[src/rtl/mbf_scale_cfg_sequencer.sv]
// Scale-stage configuration master: walks the selected slaves in ascending order through the
// isConfig/ACK/ConfigDone handshake with timeout supervision. Optional clamp: MBF_SCALE_CFG_CLAMP_EN.
module mbf_scale_cfg_sequencer #(
  parameter int NUM_SLAVES     = 4,
  parameter int CFG_WIDTH      = 24,
  parameter int TIMEOUT_CYCLES = 64,
  parameter int SHIFT_MAX      = 30
) (
  input  logic                  CLK,
  input  logic                  nRST,
  input  logic                  Cfg_Start,
  input  logic [CFG_WIDTH-1:0]  Cfg_Value,
  input  logic [NUM_SLAVES-1:0] Cfg_Mask,
  output logic [NUM_SLAVES-1:0] Slave_isConfig,
  output logic [CFG_WIDTH-1:0]  Slave_Config_Data,
  input  logic [NUM_SLAVES-1:0] Slave_ACK,
  input  logic [NUM_SLAVES-1:0] Slave_Done,
  output logic                  Busy,
  output logic                  Cfg_Done,
  output logic                  Cfg_Error,
`ifdef MBF_SCALE_CFG_CLAMP_EN
  output logic                  Cfg_Clamped,
`endif
  output logic [3:0]            Err_Slave_Idx
);

  localparam int IDXW = 5;
  localparam int CNTW = $clog2(TIMEOUT_CYCLES);
  localparam logic [IDXW-1:0] IDX_END  = IDXW'(NUM_SLAVES);
  localparam logic [CNTW-1:0] TMO_LAST = CNTW'(TIMEOUT_CYCLES - 1);

  typedef enum logic [2:0] {
    IDLE,
    SCAN,
    REQ,
    WAIT_DONE,
    RELEASE,
    FINISH
  } state_t;

  state_t                state, stateNext;
  logic [IDXW-1:0]       idx;
  logic [CNTW-1:0]       tmoCnt;
  logic [CFG_WIDTH-1:0]  valLat, valIn;
  logic [NUM_SLAVES-1:0] maskLat, sel;
  logic                  accept, idxInc, tmoHit, tmoLast, waiting;
  logic                  curAck, curDone, curMask;

  // One-hot select; shifts out to zero once the index runs past the last slave.
  assign sel     = NUM_SLAVES'(1) << idx;
  assign curAck  = |(Slave_ACK & sel);
  assign curDone = |(Slave_Done & sel);
  assign curMask = |(maskLat & sel);
  assign tmoLast = (tmoCnt == TMO_LAST);
  assign waiting = (state == REQ) || (state == WAIT_DONE) || (state == RELEASE);

`ifdef MBF_SCALE_CFG_CLAMP_EN
  logic clampHit;
  assign clampHit = (Cfg_Value > CFG_WIDTH'(SHIFT_MAX));
  assign valIn    = clampHit ? CFG_WIDTH'(SHIFT_MAX) : Cfg_Value;
`else
  assign valIn    = Cfg_Value;
`endif

  // Combinational outputs so an async reset or a timeout drops isConfig in the same cycle.
  assign Slave_isConfig    = ((state == REQ) || (state == WAIT_DONE)) ? sel : '0;
  assign Slave_Config_Data = waiting ? valLat : '0;

  always_ff @(posedge CLK or negedge nRST) begin
    if (!nRST) state <= IDLE;
    else       state <= stateNext;
  end

  always_comb begin
    // NOTE: every output of this block gets a default first so no path can infer a latch.
    stateNext = state;
    accept    = 1'b0;
    idxInc    = 1'b0;
    tmoHit    = 1'b0;
    unique case (state)
      IDLE: begin
        if (Cfg_Start) begin
          accept    = 1'b1;
          stateNext = SCAN;
        end
      end
      SCAN: begin
        if (idx >= IDX_END) stateNext = FINISH;
        else if (curMask)   stateNext = REQ;
        else                idxInc    = 1'b1;
      end
      REQ: begin
        // A slave re-entering config from its work state may answer Done without ACK.
        if (curDone)      stateNext = RELEASE;
        else if (curAck)  stateNext = WAIT_DONE;
        else if (tmoLast) tmoHit    = 1'b1;
      end
      WAIT_DONE: begin
        if (curDone)      stateNext = RELEASE;
        else if (tmoLast) tmoHit    = 1'b1;
      end
      RELEASE: begin
        if (!curAck) begin
          idxInc    = 1'b1;
          stateNext = SCAN;
        end else if (tmoLast) begin
          tmoHit = 1'b1;
        end
      end
      FINISH:  stateNext = IDLE;
      default: stateNext = IDLE;
    endcase
    if (tmoHit) stateNext = FINISH;
  end

  // NOTE: sequential state uses non-blocking assignments so every register samples pre-edge values.
  always_ff @(posedge CLK or negedge nRST) begin
    if (!nRST) begin
      idx           <= '0;
      tmoCnt        <= '0;
      valLat        <= '0;
      maskLat       <= '0;
      Busy          <= 1'b0;
      Cfg_Done      <= 1'b0;
      Cfg_Error     <= 1'b0;
      Err_Slave_Idx <= '0;
`ifdef MBF_SCALE_CFG_CLAMP_EN
      Cfg_Clamped   <= 1'b0;
`endif
    end else begin
      Cfg_Done <= (state == FINISH);
      if (accept) begin
        valLat        <= valIn;
        maskLat       <= Cfg_Mask;
        idx           <= '0;
        Busy          <= 1'b1;
        Cfg_Error     <= 1'b0;
        Err_Slave_Idx <= '0;
`ifdef MBF_SCALE_CFG_CLAMP_EN
        Cfg_Clamped   <= clampHit;
`endif
      end else if (state == FINISH) begin
        Busy <= 1'b0;
      end
      if (idxInc) idx <= idx + IDXW'(1);
      if (tmoHit) begin
        Cfg_Error     <= 1'b1;
        Err_Slave_Idx <= idx[3:0];
      end
      // Counter restarts on every state entry and only runs in the three wait states.
      tmoCnt <= (waiting && (stateNext == state)) ? tmoCnt + CNTW'(1) : '0;
    end
  end

endmodule

[config.mk]
export PLATFORM = sky130hd
export DESIGN_NAME = mbf_scale_cfg_sequencer
export DESIGN_NICKNAME = d
export VERILOG_FILES = /design/src/rtl/mbf_scale_cfg_sequencer.sv
export SDC_FILE = /design/constraint.sdc
export NUM_CORES = 1
export LEC_CHECK = 0
export BUFFER_PORTS_ARGS = -buffer_cell sky130_fd_sc_hd__clkbuf_2
export CAP_MARGIN = 30
export CORE_UTILIZATION = 52
export DETAILED_ROUTE_END_ITERATION = 7
export HOLD_SLACK_MARGIN = 0.08
export PLACE_DENSITY = 0.88
export SYNTH_ARGS = -nofsm -noshare
export SYNTH_HDL_FRONTEND = slang
export SYNTH_SLANG_ARGS = --single-unit
[constraint.sdc]
create_clock -name CLK -period 6.5 [get_ports CLK]
set_clock_uncertainty 0.2 [all_clocks]
set_input_delay 0.65 -clock CLK [delete_from_list [all_inputs] [get_ports CLK]]
set_output_delay 0.65 -clock CLK [all_outputs]
set_load 0.005 [all_outputs]
==> results of run 1 <==
metal layers:
| layer | global-route usage | routed length (um) | vias to the layer above |
|---|---|---|---|
| met5 | 0 | 0 | - |
| met4 | 0.0889 | 59 | 0 |
| met3 | 0.0470 | 302 | 6 |
| met2 | 0.391 | 2630 | 68 |
| met1 | 0.298 | 2300 | 975 |
| li1 | - | - | 1012 |
metrics by stage:
| step | hold WS, ns | util | instances | worst slack (ns) | cell area (um2) |
|---|---|---|---|---|---|
| after floorplan | 0.154 | - | 265 | 4.25 | 2440 |
| after global placement | 0.250 | 0.641 | 381 | 3.89 | 2850 |
| after detailed placement | 0.259 | 0.641 | 381 | 3.73 | 2850 |
| after CTS | 0.263 | 0.660 | 389 | 3.37 | 2930 |
| after global routing | 0.303 | 0.660 | 389 | 3.25 | 2930 |
| final | 0.227 | 0.660 | 389 | 3.42 | 2930 |
power groups by stage:
| stage | combinational [uW] | clock, uW | sequential (uW) |
|---|---|---|---|
| 2_1_floorplan | 349 | 0 | 452 |
| 3_3_place_gp | 425 | 0 | 490 |
| 3_5_place_dp | 449 | 0 | 492 |
| 4_1_cts | 449 | 180 | 488 |
| 5_1_grt | 500 | 193 | 505 |
| 6_report | 444 | 176 | 489 |
how the worst max path moves through the flow:
stage                            end  startpoint  slack (ns)  depth (start not counted)
2_1_floorplan  Slave_Config_Data[10]    state[2]        4.25                          5
3_3_place_gp   Slave_Config_Data[17]    state[2]        3.89                          5
3_5_place_dp   Slave_Config_Data[12]    state[2]        3.73                          5
4_1_cts        Slave_Config_Data[17]    state[2]        3.37                          5
5_1_grt        Slave_Config_Data[17]    state[2]        3.25                          5
6_report       Slave_Config_Data[17]    state[2]        3.42                          5
synthesized netlist by cell type (3+ instances only):
cell	instances	area, um2
clkbuf_1	8	30.0
a22o_1	4	35.0
buf_2	3	15.0
nand2_1	89	334
a21oi_1	4	20.0
dfrtp_1	49	1230
nor3b_1	3	22.5
nand3_1	8	40.0
a211o_1	4	35.0
nor3_1	9	45.0
nor2b_1	29	181
nor2_1	11	41.3
inv_1	4	15.0
ha_1	3	37.5
cell families (layout without fill, tap and decap cells):
| kind of cell | count (synthesis) | in the layout | synth area share |
|---|---|---|---|
| and+or+nand+nor | 163 | 163 | 0.320 |
| xor gates and xnor gates | 3 | 3 | 0.0107 |
| buffers and inverters | 16 | 88 | 0.0292 |
| DFF | 49 | 49 | 0.502 |
| muxes | 6 | 6 | 0.0435 |
| AOI/OAI and AO/OA | 25 | 25 | 0.0798 |
| adders and majority gates | 3 | 3 | 0.0154 |
critical path, stage by stage (launching register included):
cell	delay, ns
dfrtp_1	0.45
nor2b_1	0.19
and2b_2	0.25
nor2_2	0.73
nor2b_1	0.13
clkbuf_2	0.15
flip-flops by register name (all words and copies together), names as in the netlist:
name and cells:
Busy 1, Cfg_Done 1, Cfg_Error 1, Err_Slave_Idx 4
idx 5, maskLat 4, state 3, tmoCnt 6
valLat 24
final cells by class:
cell class,instances,area share
Clock buffer,7,0.0260
Sequential cell,49,0.418
Multi-Input combinational cell,200,0.394
Timing Repair Buffer,76,0.132
Clock inverter,1,0.00256
Tap cell,52,0.0222
Inverter,4,0.00512
==> results.ini, run 1 <==
[status]
status = complete, but fails checks
violations = design-rule violations

[routing]
vias_per_cell = 5.30
first_pass_iters = 6
totalWireLength_um = 5300
ant_nets = 0
drc = 6
dr_total_vias = 2061
wire_per_inst_um = 13.6
drt_iter0_markers = 173

[power]
peakVddDrop_uv = 182
p_clk_frac = 0.158
total_power_uw = 1110
power_switching_uw = 427
intPower_uw = 682
p_leak_uw = 0.00157
switching_share = 0.385
p_seq_frac = 0.441
power_density_nw_per_um2 = 378
comb_power_share = 0.401

[global_route]
overflow = 0
first_global_vias = 2041
track_usage = 0.231
antenna_found_initial = 0
grt_max_degree = 50
grt_pass1_wl_um = 9050

[clock_network]
cts_tree = built
cts_hold_buffers = 0
clk_pin_slew_ns = 0.09
postCtsSetupRepairBufs = 0
cts-root-buf = clkbuf_8
clock_sinks = 49
cts_max_level = 2
clkLatencyLatePin_ns = 0.30
cts_resized = 0
cts_buffer_depth = 2
cts-buffers-inserted = 5

[critical_path]
r2r_cells = 5
r2r-end = idx[3]
endpoint_kind = output pin
worstPathRequired_ns = 5.65
r2r_slack_ns = 4.10
startpoint_type = register
r2r-start = idx[0]
crit_fanout = 24
path_class = register to output pin
worstPathArrival_ns = 2.23

[timing]
max_freq_mhz = 325
worstMarginPinSlew_ns = 0.960
tns_ns = 0
final_max_slew_viol_count = 0
relSlewSlack = 0.360
finalSetupViolCount = 0
rsz0062_at_grt = false
period_share = 0.474
hold_viol_final = 0
fin_crit_ns = 3.08

[synthesis]
synth-edff-count = 0
async_flop_share = 1.00
synthCells = 265
synth_cell_types = 42
synth_flop_cell = dfrtp_1
ys_seq_area_frac = 0.502
syn_nets = 307
yosys_warnings = 0
netlist_area_um2 = 2440
synth-seq-cells = 49
synth_area_per_cell_um2 = 9.23

[layout]
fill_cells = 380
syn2layout_area_growth_pct = 20.0
ff_latch_area_um2 = 1230
num-nets-final = 378
mostFrequentLayoutCell = nand2_1
antenna_cells = 0
drive_above_1_share = 0.294
multi_input_comb_area_um2 = 1160
layout_common_cells = nand2_1 (89), clkbuf_2 (73), dfrtp_1 (49), nor2b_1 (29), nor2_1 (10)

[placed_design]
io_buffers = 73
gp_congestion = 0.887
hpwl_um = 3760

[floorplan]
die_area_um2 = 4980
ios = 74
fp.dieW_um = 70.6
coreArea_um2 = 4440
rows = 24
start_util = 0.550
die_h_um = 70.6

[hold_path]
hold_path_class = input port to asynchronous set/reset pin

[run]
maxCapViolCount = 0

Note: power is estimated with default switching activity, not from simulation.
==> run 2, diff against run 1 <==
- CORE_UTILIZATION: 52 -> 51
- PLACE_DENSITY: 0.88 -> 0.86
- clock period: 6.5 -> 3.16 ns (I/O delays scaled with it)
==> run 2 against run 1 <==
  * The run still ends with design-rule violations left
  * Clock-buffer cell count shrank 2
  * Total power grew 120%
  * Final cell count grew 7.2%
  * Global-route usage grew 2.1 points
  * First-iteration DRC count shrank 13%
  * Sequential share of layout area shrank 4.0 points
  * Critical path depth is the same
  * Die area grew 1.9%
  * Clock power grew to 2.6 times the previous value
  * Routed wire length grew 14%
  * Flip-flop and latch count is the same
  * Critical path type unchanged
  * Largest cell class unchanged
==> results.ini, run 2 (same netlist as run 1, synthesis figures left out) <==
[routing]
drc = 4  ; -2
first_pass_iters = 6  ; unchanged
ant_nets = 0  ; unchanged
drt_iter0_markers = 151  ; -13%
totalWireLength_um = 6060  ; +14%
vias_per_cell = 5.38  ; +1.5%
dr_total_vias = 2242  ; +8.8%
wire_per_inst_um = 14.5  ; +6.7%

[layout]
antenna_cells = 0  ; unchanged
mostFrequentLayoutCell = nand2_1
design_area_um2 = 3250  ; +11%
largest_registers = valLat x24, tmoCnt x6, idx x5
final_util = 0.726  ; +0.0658
ff_latch_area_um2 = 1230  ; unchanged
largest_reg_flops = 24  ; unchanged
num-nets-final = 406  ; +7.4%
final_cells = 417  ; +7.2%
layout_common_cells = nand2_1 (89), clkbuf_2 (73), dfrtp_1 (49), nor2b_1 (29), dlygate4sd3_1 (29)
syn2layout_area_growth_pct = 32.9
drive_above_1_share = 0.274  ; -0.0198
top_register = valLat
multi_input_comb_area_um2 = 1160  ; unchanged
fill_cells = 335  ; -12%

[timing]
fin_crit_ns = 2.77
max_freq_mhz = 361
worstMarginPinSlew_ns = 0.976  ; +0.0161 ns
finalSetupViolCount = 0  ; unchanged
period_share = 0.877
relSlewSlack = 0.349  ; -0.0107
rsz0062_at_grt = false
tns_ns = 0  ; unchanged
hold_viol_final = 0  ; unchanged
final_max_slew_viol_count = 0  ; unchanged

[clock_network]
cts_buffer_depth = 2  ; unchanged
postCtsSetupRepairBufs = 0  ; unchanged
cts_max_level = 2  ; unchanged
cts_tree = built
cts-buffers-inserted = 5  ; unchanged
cts-root-buf = clkbuf_8
clk_pin_slew_ns = 0.09  ; about the same
clkLatencyLatePin_ns = 0.30  ; about the same
clock_sinks = 49  ; unchanged

[floorplan]
die_h_um = 71.2  ; +0.94%
rows = 24  ; unchanged
coreArea_um2 = 4470  ; +0.68%
die_area_um2 = 5070  ; +1.9%
ios = 74  ; unchanged
fp.dieW_um = 71.2  ; +0.94%
start_util = 0.546  ; -0.00369

[global_route]
track_usage = 0.253  ; +0.0214
antenna_found_initial = 0  ; unchanged
grt_pass1_wl_um = 9880  ; +9.2%
grt_max_degree = 33  ; -34%
first_global_vias = 2215  ; +8.5%
overflow = 0  ; unchanged

[power]
p_leak_uw = 0.00170  ; +8.4%
peakVddDrop_uv = 489  ; +170%
power_density_nw_per_um2 = 743  ; +96%

[placed_design]
gp_congestion = 0.901  ; +1.6%
hpwl_um = 3730  ; -0.92%
dp_cells = 380  ; -0.26%
io_buffers = 73  ; unchanged
placed_cell_area_um2 = 2840  ; -0.26%

[critical_path]
worstPathRequired_ns = 2.64  ; -3.01 ns
worstPathArrival_ns = 2.25  ; +0.02 ns
path_class = register to output pin
endpoint_kind = output pin
crit_fanout = 24  ; unchanged
startpoint_type = register

[status]
status = complete, but fails checks
violations = design-rule violations

[hold_path]
hold_path_class = register to register

[run]
maxCapViolCount = 0  ; unchanged

run 2: routing by layer:
| metal | global-route usage | wire (um) | vias to the layer above |
|---|---|---|---|
| li1 | - | - | 1069 |
| met4 | 0.124 | 184 | 0 |
| met5 | 0 | 0 | - |
| met2 | 0.434 | 3100 | 78 |
| met3 | 0.0478 | 249 | 19 |
| met1 | 0.307 | 2520 | 1076 |
run 2: path summary, 6_finish.rpt:
path	startpoint	to	slack (ns)	cells after the start
min in group asynchronous	nRST	valLat[22]	0.42	2
hold reg to reg	valLat[7]	valLat[7]	0.28	2
setup reg to reg	idx[0]	idx[4]	0.76	5
hold / removal	valLat[7]	valLat[7]	0.28	2
max in group asynchronous	nRST	idx[3]	1.59	3
setup / recovery	state[2]	Slave_Config_Data[10]	0.39	5
run 2: power by group:
| group | internal [uW] | switching [uW] |
|---|---|---|
| sequential | 835 | 172 |
| combinational | 431 | 519 |
| clock | 237 | 219 |
| total | 1500 | 909 |
run 2: through the flow:
step / setup slack [ns] / hold WS, ns / power (uW)
after floorplan: 1.11 / -0.180 / 1650
after global placement: 0.791 / 0.227 / 1890
after detailed placement: 0.738 / 0.227 / 1920
after CTS: 0.405 / 0.278 / 2400
after global routing: 0.207 / 0.307 / 2590
final: 0.389 / 0.275 / 2410
run 2: final cells by class:
type,count,area share
Clock inverter,3,0.0143
Timing Repair Buffer,104,0.206
Inverter,4,0.00462
Tap cell,52,0.0200
Multi-Input combinational cell,200,0.356
Sequential cell,49,0.378
Clock buffer,5,0.0212
run 2: what timing repair did:
| item | in CTS | in global routing |
|---|---|---|
| hold buffers | 29 | 0 |
| gates resized for setup | 0 | 0 |
| endpoints found under the hold margin | 58 | 0 |
run 2: worst max-delay path, stage by stage, from the launching register on:
cell	delay (ns)
dfrtp_1	0.46
nor2b_1	0.19
and2b_2	0.25
nor2_2	0.74
nor2b_1	0.14
clkbuf_2	0.16
